--- config.mk ---
export PLATFORM = sky130hd
export DESIGN_NAME = dmem_bytelane
export DESIGN_NICKNAME = d
export VERILOG_FILES = /design/src/rtl/dmem_bytelane.sv
export SDC_FILE = /design/constraint.sdc
export NUM_CORES = 1
export LEC_CHECK = 0
export ABC_CLOCK_PERIOD_IN_PS = 4000
export CORE_MARGIN = 5
export CORE_UTILIZATION = 55
export CTS_BUF_LIST = sky130_fd_sc_hd__clkbuf_8
export DETAILED_ROUTE_END_ITERATION = 8
export GPL_TIMING_DRIVEN = 0
export HOLD_SLACK_MARGIN = 0.05
export PLACE_DENSITY = 0.81
export SYNTH_ARGS = -nofsm -noshare
export SYNTH_HDL_FRONTEND = slang
export SYNTH_SLANG_ARGS = --single-unit
--- constraint.sdc ---
create_clock -name SYS_clk -period 4 [get_ports SYS_clk]
set_input_delay 0.4 -clock SYS_clk [delete_from_list [all_inputs] [get_ports SYS_clk]]
set_output_delay 0.4 -clock SYS_clk [all_outputs]
set_load 0.01 [all_outputs]
--- src/rtl/dmem_bytelane.sv ---
// Byte-addressed data memory with pipelined, sign/zero-extending loads.
// Optional DMEM_ERR_EN flags misaligned, reserved-size and out-of-range accesses.
module dmem_bytelane #(
    parameter int ADDR_W = 4,
    parameter int RD_LAT = 1
) (
    input  logic        SYS_clk,
    input  logic        SYS_reset,
    input  logic        DMEM_req,
    input  logic        DMEM_we,
    input  logic [1:0]  DMEM_size,
    input  logic        DMEM_unsigned,
    input  logic [31:0] DMEM_address,
    input  logic [31:0] DMEM_data_in,
    output logic [31:0] DMEM_data_out,
    output logic        DMEM_rvalid,
    output logic        DMEM_err
);

    localparam int DEPTH = 1 << ADDR_W;

    logic [31:0]       mem [DEPTH];
    logic [ADDR_W-1:0] widx;
    logic [1:0]        lane;
    logic [31:0]       rword;
    logic              acc_err;
    logic [3:0]        be;
    logic [31:0]       wdata;
    logic [31:0]       ldata;
    logic [7:0]        bsel;
    logic [15:0]       hsel;
    logic              wr_en;
    logic              iss_v;
    logic              iss_e;

    logic              pv [RD_LAT];
    logic              pe [RD_LAT];
    logic [31:0]       pd [RD_LAT];

    assign widx  = DMEM_address[ADDR_W+1:2];
    assign lane  = DMEM_address[1:0];
    assign rword = mem[widx];

`ifdef DMEM_ERR_EN
    always_comb begin
        acc_err = 1'b0;
        case (DMEM_size)
            2'b01:   acc_err = DMEM_address[0];
            2'b10:   acc_err = |DMEM_address[1:0];
            2'b11:   acc_err = 1'b1;
            default: acc_err = 1'b0;
        endcase
        if (|DMEM_address[31:ADDR_W+2]) acc_err = 1'b1;
    end
`else
    logic unused_hi_addr;
    assign unused_hi_addr = ^DMEM_address[31:ADDR_W+2];
    assign acc_err        = 1'b0;
`endif

    // Stores replicate the narrow datum across lanes; be picks which land.
    always_comb begin
        be    = 4'b0000;
        wdata = 32'h0;
        unique case (DMEM_size)
            2'b00: begin
                be    = 4'b0001 << lane;
                wdata = {4{DMEM_data_in[7:0]}};
            end
            2'b01: begin
                be    = lane[1] ? 4'b1100 : 4'b0011;
                wdata = {2{DMEM_data_in[15:0]}};
            end
            default: begin
                be    = 4'b1111;
                wdata = DMEM_data_in;
            end
        endcase
    end

    assign wr_en = DMEM_req & DMEM_we & ~SYS_reset & ~acc_err;

    always_ff @(posedge SYS_clk) begin
        if (wr_en) begin
            for (int b = 0; b < 4; b++) begin
                if (be[b]) mem[widx][8*b +: 8] <= wdata[8*b +: 8];
            end
        end
    end

    assign bsel = rword[8*lane +: 8];
    assign hsel = lane[1] ? rword[31:16] : rword[15:0];

    always_comb begin
        ldata = 32'h0;
        unique case (DMEM_size)
            2'b00:   ldata = {{24{~DMEM_unsigned & bsel[7]}}, bsel};
            2'b01:   ldata = {{16{~DMEM_unsigned & hsel[15]}}, hsel};
            default: ldata = rword;
        endcase
        if (acc_err) ldata = 32'h0;
    end

    assign iss_v = DMEM_req & ~DMEM_we;
    assign iss_e = DMEM_req & acc_err;

    always_ff @(posedge SYS_clk) begin
        if (SYS_reset) begin
            for (int i = 0; i < RD_LAT; i++) begin
                pv[i] <= 1'b0;
                pe[i] <= 1'b0;
                pd[i] <= 32'h0;
            end
        end else begin
            pv[0] <= iss_v;
            pe[0] <= iss_e;
            pd[0] <= iss_v ? ldata : 32'h0;
            for (int i = 1; i < RD_LAT; i++) begin
                pv[i] <= pv[i-1];
                pe[i] <= pe[i-1];
                pd[i] <= pd[i-1];
            end
        end
    end

    assign DMEM_rvalid   = pv[RD_LAT-1];
    assign DMEM_data_out = pv[RD_LAT-1] ? pd[RD_LAT-1] : 32'h0;
    assign DMEM_err      = pe[RD_LAT-1];

endmodule

==> results of run 1 <==
## worst max path at each step
| stage | slack, ns | end | startpoint |
|---|---|---|---|
| 3_5_place_dp | 0.40 | mem[12][26] | DMEM_size[0] |
| 5_1_grt | 0.81 | mem[12][25] | DMEM_size[0] |
| 4_1_cts | 1.05 | mem[15][25] | DMEM_address[4] |
| 6_report | 0.87 | mem[12][25] | DMEM_address[4] |
| 2_1_floorplan | 1.59 | mem[14][0] | DMEM_address[3] |
| 3_3_place_gp | -0.12 | mem[12][30] | DMEM_size[0] |
## state kept, by name, indices dropped and copies added, names as in the netlist
register and count:
pv 1, mem 512, pd 32
## layout by cell type, fill, tap and decap left out, types with 2 or more instances in the layout
cell type,netlist,final
clkbuf_1,27,27
nor4_2,2,2
buf_6,4,10
nand2b_1,2,2
buf_1,9,9
nor2_1,94,94
clkinv_1,0,14
and3_1,3,3
nor3_1,9,9
nand2_1,48,48
mux2i_1,40,40
buf_2,18,19
o21ai_1,3,10
a221o_1,7,7
clkinv_2,0,11
o21ai_0,26,19
inv_1,3,27
a22oi_1,14,14
edfxtp_1,512,512
a22o_1,8,8
a21oi_1,7,7
mux2_2,16,16
and2_1,34,34
clkbuf_8,0,90
nand3_1,29,29
o22ai_1,8,8
a31oi_1,8,8
nor2b_1,8,8
o21a_1,7,7
clkdlybuf4s50_1,0,73
mux4_2,133,133
buf_4,12,13
inv_6,0,4
dfxtp_1,33,33
## layer usage
layer | up-vias | global-route usage, % | share of wire (%)
met1 | 5947 | 34.0 | 37
met3 | 145 | 7.17 | 13
met5 | - | 0 | 0
met2 | 900 | 36.7 | 46
li1 | 4926 | - | -
met4 | 0 | 7.16 | 3.0
## power groups by stage
stage               Combinational, uW  Clock [uW]  Sequential, uW
finish                            760        4190            6320
global route                      796        4480            6320
CTS                               744        4210            6320
detailed placement                742           0            6440
global placement                  706           0            6440
floorplan                         434           0            6440
## layout make-up
cell class | count | area share, %
timing repair buffer | 81 | 3.29
tap | 518 | 2.63
multi-input combinational | 517 | 21.5
clock inverter | 54 | 1.07
clock buffer | 90 | 5.02
inverter | 3 | 0.0457
sequential | 545 | 65.0
buffer | 70 | 1.46
## stage by stage
stage	cells	setup WS [ns]	setup TNS (ns)
5_1_grt	1878	0.809	0
3_3_place_gp	1726	-0.124	-1.97
2_1_floorplan	1135	1.59	0
3_5_place_dp	1734	0.405	0
6_report	1878	0.873	0
4_1_cts	1878	1.05	0
## tightest hold or removal path, cell delays in order
cell      delay (ns)
clkbuf_1        0.20
inv_1           0.20
nor2_1          0.13
nand2_1         0.07
nand3_1         0.07
## logic make-up after synthesis
group	share of synthesized area (%)
flip-flops	73.9
AND/OR/NAND/NOR	4.92
buffers and inverters	1.71
other	0.0173
AO/OA/AOI/OAI	2.96
multiplexers	16.5
==> flow_summary.ini, run 1 <==
[timing]
setup_violations = 0
fin_skew_ns = 0.0255
fmax_mhz = 320
grt_setup_unrepaired = no
min_period_over_period_pct = 78.2
slew_violations = 0
timing.hold.ws_ns = 0.493
hold_viol = 0
min_period_ns = 3.13
tightest_slew_ns = 1.35
slew_headroom_pct = 9.38

[min_path]
worstHoldEndpoint = pd[0][18]
hold-path-cell-count = 5
hold_start = DMEM_size[1]
hold_path.class = input port to flop

[power_and_ir_drop]
power.total_uw = 11300
power_density_nw_per_um2 = 457
power_frac_seq_pct = 56.1
total_leakage_power_uw = 0.00798
netSwitchingPower_uw = 2530
peakVddDrop_mv = 0.232
power.share.clock_pct = 37.2
p_sw_share_pct = 22.5
power.internal_uw = 8730
comb_power_share_pct = 6.7

[finish]
num_antenna_cells = 0
fin_nets = 1371
drive_gt1_share_pct = 22.2
area_growth_pct = 13.6
seqCellArea_sq_um = 16000
utilization_pct = 63.5
final_area_sq_um = 24700
fillers = 2559
multi_input_area_sq_um = 5290

[setup_path]
crit_cells = 6
reg2reg_depth = 8
r2r-end = pd[0][21]
r2r-start = mem[10][23]
worst-r2r-setup-slack_ns = 1.71
cpPeakStageDelay_ns = 0.88
crit_buf_inv = 3
cp_data_arrival_time_ns = 3.37
critPathLaunchType = input port
path_delay_family = buffers and inverters
cp_max_fo = 10
path_cells = clkdlybuf4s50_1, buf_2, and2_1, clkbuf_1, nand2_1, nor2_1
critical-path-slowest-cell = nor2_1
cp_data_required_time_ns = 4.24
crit_path_end_kind = flop
critPathKind = input port to flop

[global_route]
grtUsageTotal_pct = 23.9
grt_overflow = 0
grt_antenna_before_repair = 1
first_global_vias = 11800
grt_max_degree = 20
grt_pass1_wl_microns = 76500

[clock_tree]
cts_tree = done
htree_levels = 3
numCtsBuffers = 82
cts.sinks = 545
clkLatencyLatePin_ns = 0.64
cts_buffer_depth = 3
cts_setup_buffers = 0
cts_resized = 0
postCtsHoldBufs = 0
clkSlewWorstSetupHoldPaths_ns = 0.07
cts-root-buf = clkbuf_8

[detailed_routing]
vias = 11900
drt_pass1_iterations = 6
ant_nets = 0
routedWlPerCell_microns = 27.9
drc = 0
drt_iter0_markers = 1737
routed_wirelength_microns = 52300
viasPerCell = 6.35

[place]
dpl_cell_area_sq_um = 23200
place.gp.congestion = 0.997
place_hpwl_microns = 35800
portBuffers = 73

[yosys]
syn_avg_cell_area_sq_um = 19.1
yosysMostFrequentCell = edfxtp_1
synthesis.nets = 1206
synth_edf_count = 512
yosysWarnings = 0
synthTopCellsByCount = edfxtp_1, mux4_2, nor2_1, nand2_1, mux2i_1
synth_area_sq_um = 21700
synth-async-reset-ratio_pct = 0
synth_seq_cells = 545
synth_ff_type = edfxtp_1
synth_top_cell_by_area = edfxtp_1
synthDistinctLibCells = 40
netlist_instances = 1135
yosysTopAreaCellShare_pct = 70.9
synth_top_cells_by_area = edfxtp_1, mux4_2, dfxtp_1
yosysSeqAreaShare_pct = 73.9

[die]
row_count = 72
core_sq_um = 38800
initial_core_util_pct = 55.9
die_w_microns = 209
die_h_microns = 209
pin_count = 105
fp.dieArea_sq_um = 43500

[run]
timing.max_cap.violations = 0

[run_status]
outcome = complete, no violations
No activity file was read; power rests on OpenSTA's default activity.
==> inputs of run 2 (changes only) <==
--- a/config.mk
+++ b/config.mk
@@ -5,7 +5,7 @@
 export SDC_FILE = /design/constraint.sdc
 export NUM_CORES = 1
 export LEC_CHECK = 0
-export ABC_CLOCK_PERIOD_IN_PS = 4000
+export ABC_CLOCK_PERIOD_IN_PS = 3100
 export CORE_MARGIN = 5
 export CORE_UTILIZATION = 55
 export CTS_BUF_LIST = sky130_fd_sc_hd__clkbuf_8
==> constraint.sdc (replaced) <==
create_clock -name SYS_clk -period 3.1 [get_ports SYS_clk]
set_input_delay 0.31 -clock SYS_clk [delete_from_list [all_inputs] [get_ports SYS_clk]]
set_output_delay 0.31 -clock SYS_clk [all_outputs]
set_load 0.01 [all_outputs]
==> flow_summary.ini, run 2 (synthesized netlist as in run 1, its figures left out) <==
[clock_tree]
htree_levels = 3
cts.sinks = 545
cts_tree = done
clkSlewWorstSetupHoldPaths_ns = 0.07
cts_buffer_depth = 3
postCtsHoldBufs = 0
cts-root-buf = clkbuf_8
clkLatencyLatePin_ns = 0.65
numCtsBuffers = 82

[min_path]
hold_start = DMEM_size[1]
hold_path.class = input port to flop

[setup_path]
crit_path_end_kind = flop
cp_max_fo = 12
critPathLaunch = DMEM_size[0]
cp_data_required_time_ns = 3.56
r2r-start = mem[10][23]
critPathLaunchType = input port
cp_data_arrival_time_ns = 3.50
critPathKind = input port to flop

[global_route]
first_global_vias = 11800
grt_pass1_wl_microns = 76500
grt_max_degree = 20
grtUsageTotal_pct = 23.9
grt_overflow = 0
grt_antenna_before_repair = 1

[detailed_routing]
routed_wirelength_microns = 52300
routedWlPerCell_microns = 27.9
drc = 0
vias = 12000
drt_iter0_markers = 1709
ant_nets = 0
drt_pass1_iterations = 6
viasPerCell = 6.38

[finish]
largest_reg_flops = 512
final_cells = 1878
fillers = 2562
fin_nets = 1371
drive_gt1_share_pct = 22.3
top_regs = mem: 512 flops, pd: 32 flops, pv: 1 flops
area_growth_pct = 13.7
final_common_cell = edfxtp_1
layout_common_cells = edfxtp_1, mux4_2, nor2_1
num_antenna_cells = 0
regMostFlops = mem

[timing]
min_period_over_period_pct = 98.2
tightest_slew_ns = 1.34
slew_headroom_pct = 10.7
fmax_mhz = 329
setup_violations = 0
slew_violations = 0
fin_tns_setup_ns = 0
min_period_ns = 3.04
fin_skew_ns = 0.0290
hold_viol = 0
grt_setup_unrepaired = no

[power_and_ir_drop]
power_density_nw_per_um2 = 590
total_leakage_power_uw = 0.00798
peakVddDrop_mv = 0.299

[place]
placed_cells = 1734
place_hpwl_microns = 35800
portBuffers = 73
place.gp.congestion = 0.997

[run_status]
outcome = complete, no violations

[die]
die_h_microns = 209
core_sq_um = 38800
die_w_microns = 209
pin_count = 105
initial_core_util_pct = 55.9
fp.dieArea_sq_um = 43500
row_count = 72

[run]
timing.max_cap.violations = 0
[run 2: cell types whose count changed in the layout (fill, tap and decap cells not counted)]
| cell | change |
|---|---|
| nor2_1 | -1 |
| nor2_2 | +1 |
[run 2: area by class of cell]
class                           count  area [sq um]  share of cell area, %
Clock inverter                     54           263                   1.07
Tap cell                          518           648                   2.63
Multi-Input combinational cell    517          5290                   21.5
Inverter                            3          11.3                 0.0457
Timing Repair Buffer               81           811                   3.29
Buffer                             70           360                   1.46
Sequential cell                   545         16000                   65.0
Clock buffer                       90          1240                   5.02
[run 2: repair_timing]
item	in CTS	in global routing
endpoints found under the setup margin	0	1
gates resized for setup	0	1
setup buffers	0	0
[run 2: where the power goes]
group	internal, uW	total [uW]	leakage [uW]	switching [uW]
Sequential	8140	8150	0.00483	12.6
Clock	2760	5410	0.000872	2650
Combinational	369	982	0.00228	613
[run 2: metrics by stage]
step	hold WS [ns]	total power, uW	util [%]	area (sq um)	setup WS, ns
finish	0.408	14500	63.5	24700	0.0572
detailed placement	0.931	9270	59.6	23200	-0.405
global route	0.403	15000	63.5	24700	0.00656
CTS	0.344	14500	63.5	24700	0.238
floorplan	0.409	8860	-	21700	0.781
global placement	0.920	9220	59.4	23100	-0.934
[run 2: worst paths after layout]
kind | to | slack, ns | depth (start not counted)
hold / removal | pd[0][18] | 0.41 | 5
setup / recovery | mem[3][29] | 0.06 | 6
hold reg to reg | pd[0][17] | 0.94 | 4
setup reg to reg | pd[0][21] | 0.81 | 8
[run 2: routing by layer]
metal,track usage [%],wire length [microns],up-vias,share of wire (%)
li1,-,-,4923,-
met1,34.0,19800,6060,38
met2,36.7,24400,880,47
met3,7.17,6650,128,13
met4,7.16,1480,0,2.8
met5,0,0,-,0
[run 2: worst max-delay path, stage by stage]
cell	delay (ns)
clkdlybuf4s50_1	0.59
buf_1	0.70
clkbuf_1	0.68
mux2i_1	0.15
o21ai_0	0.69
buf_2	0.35
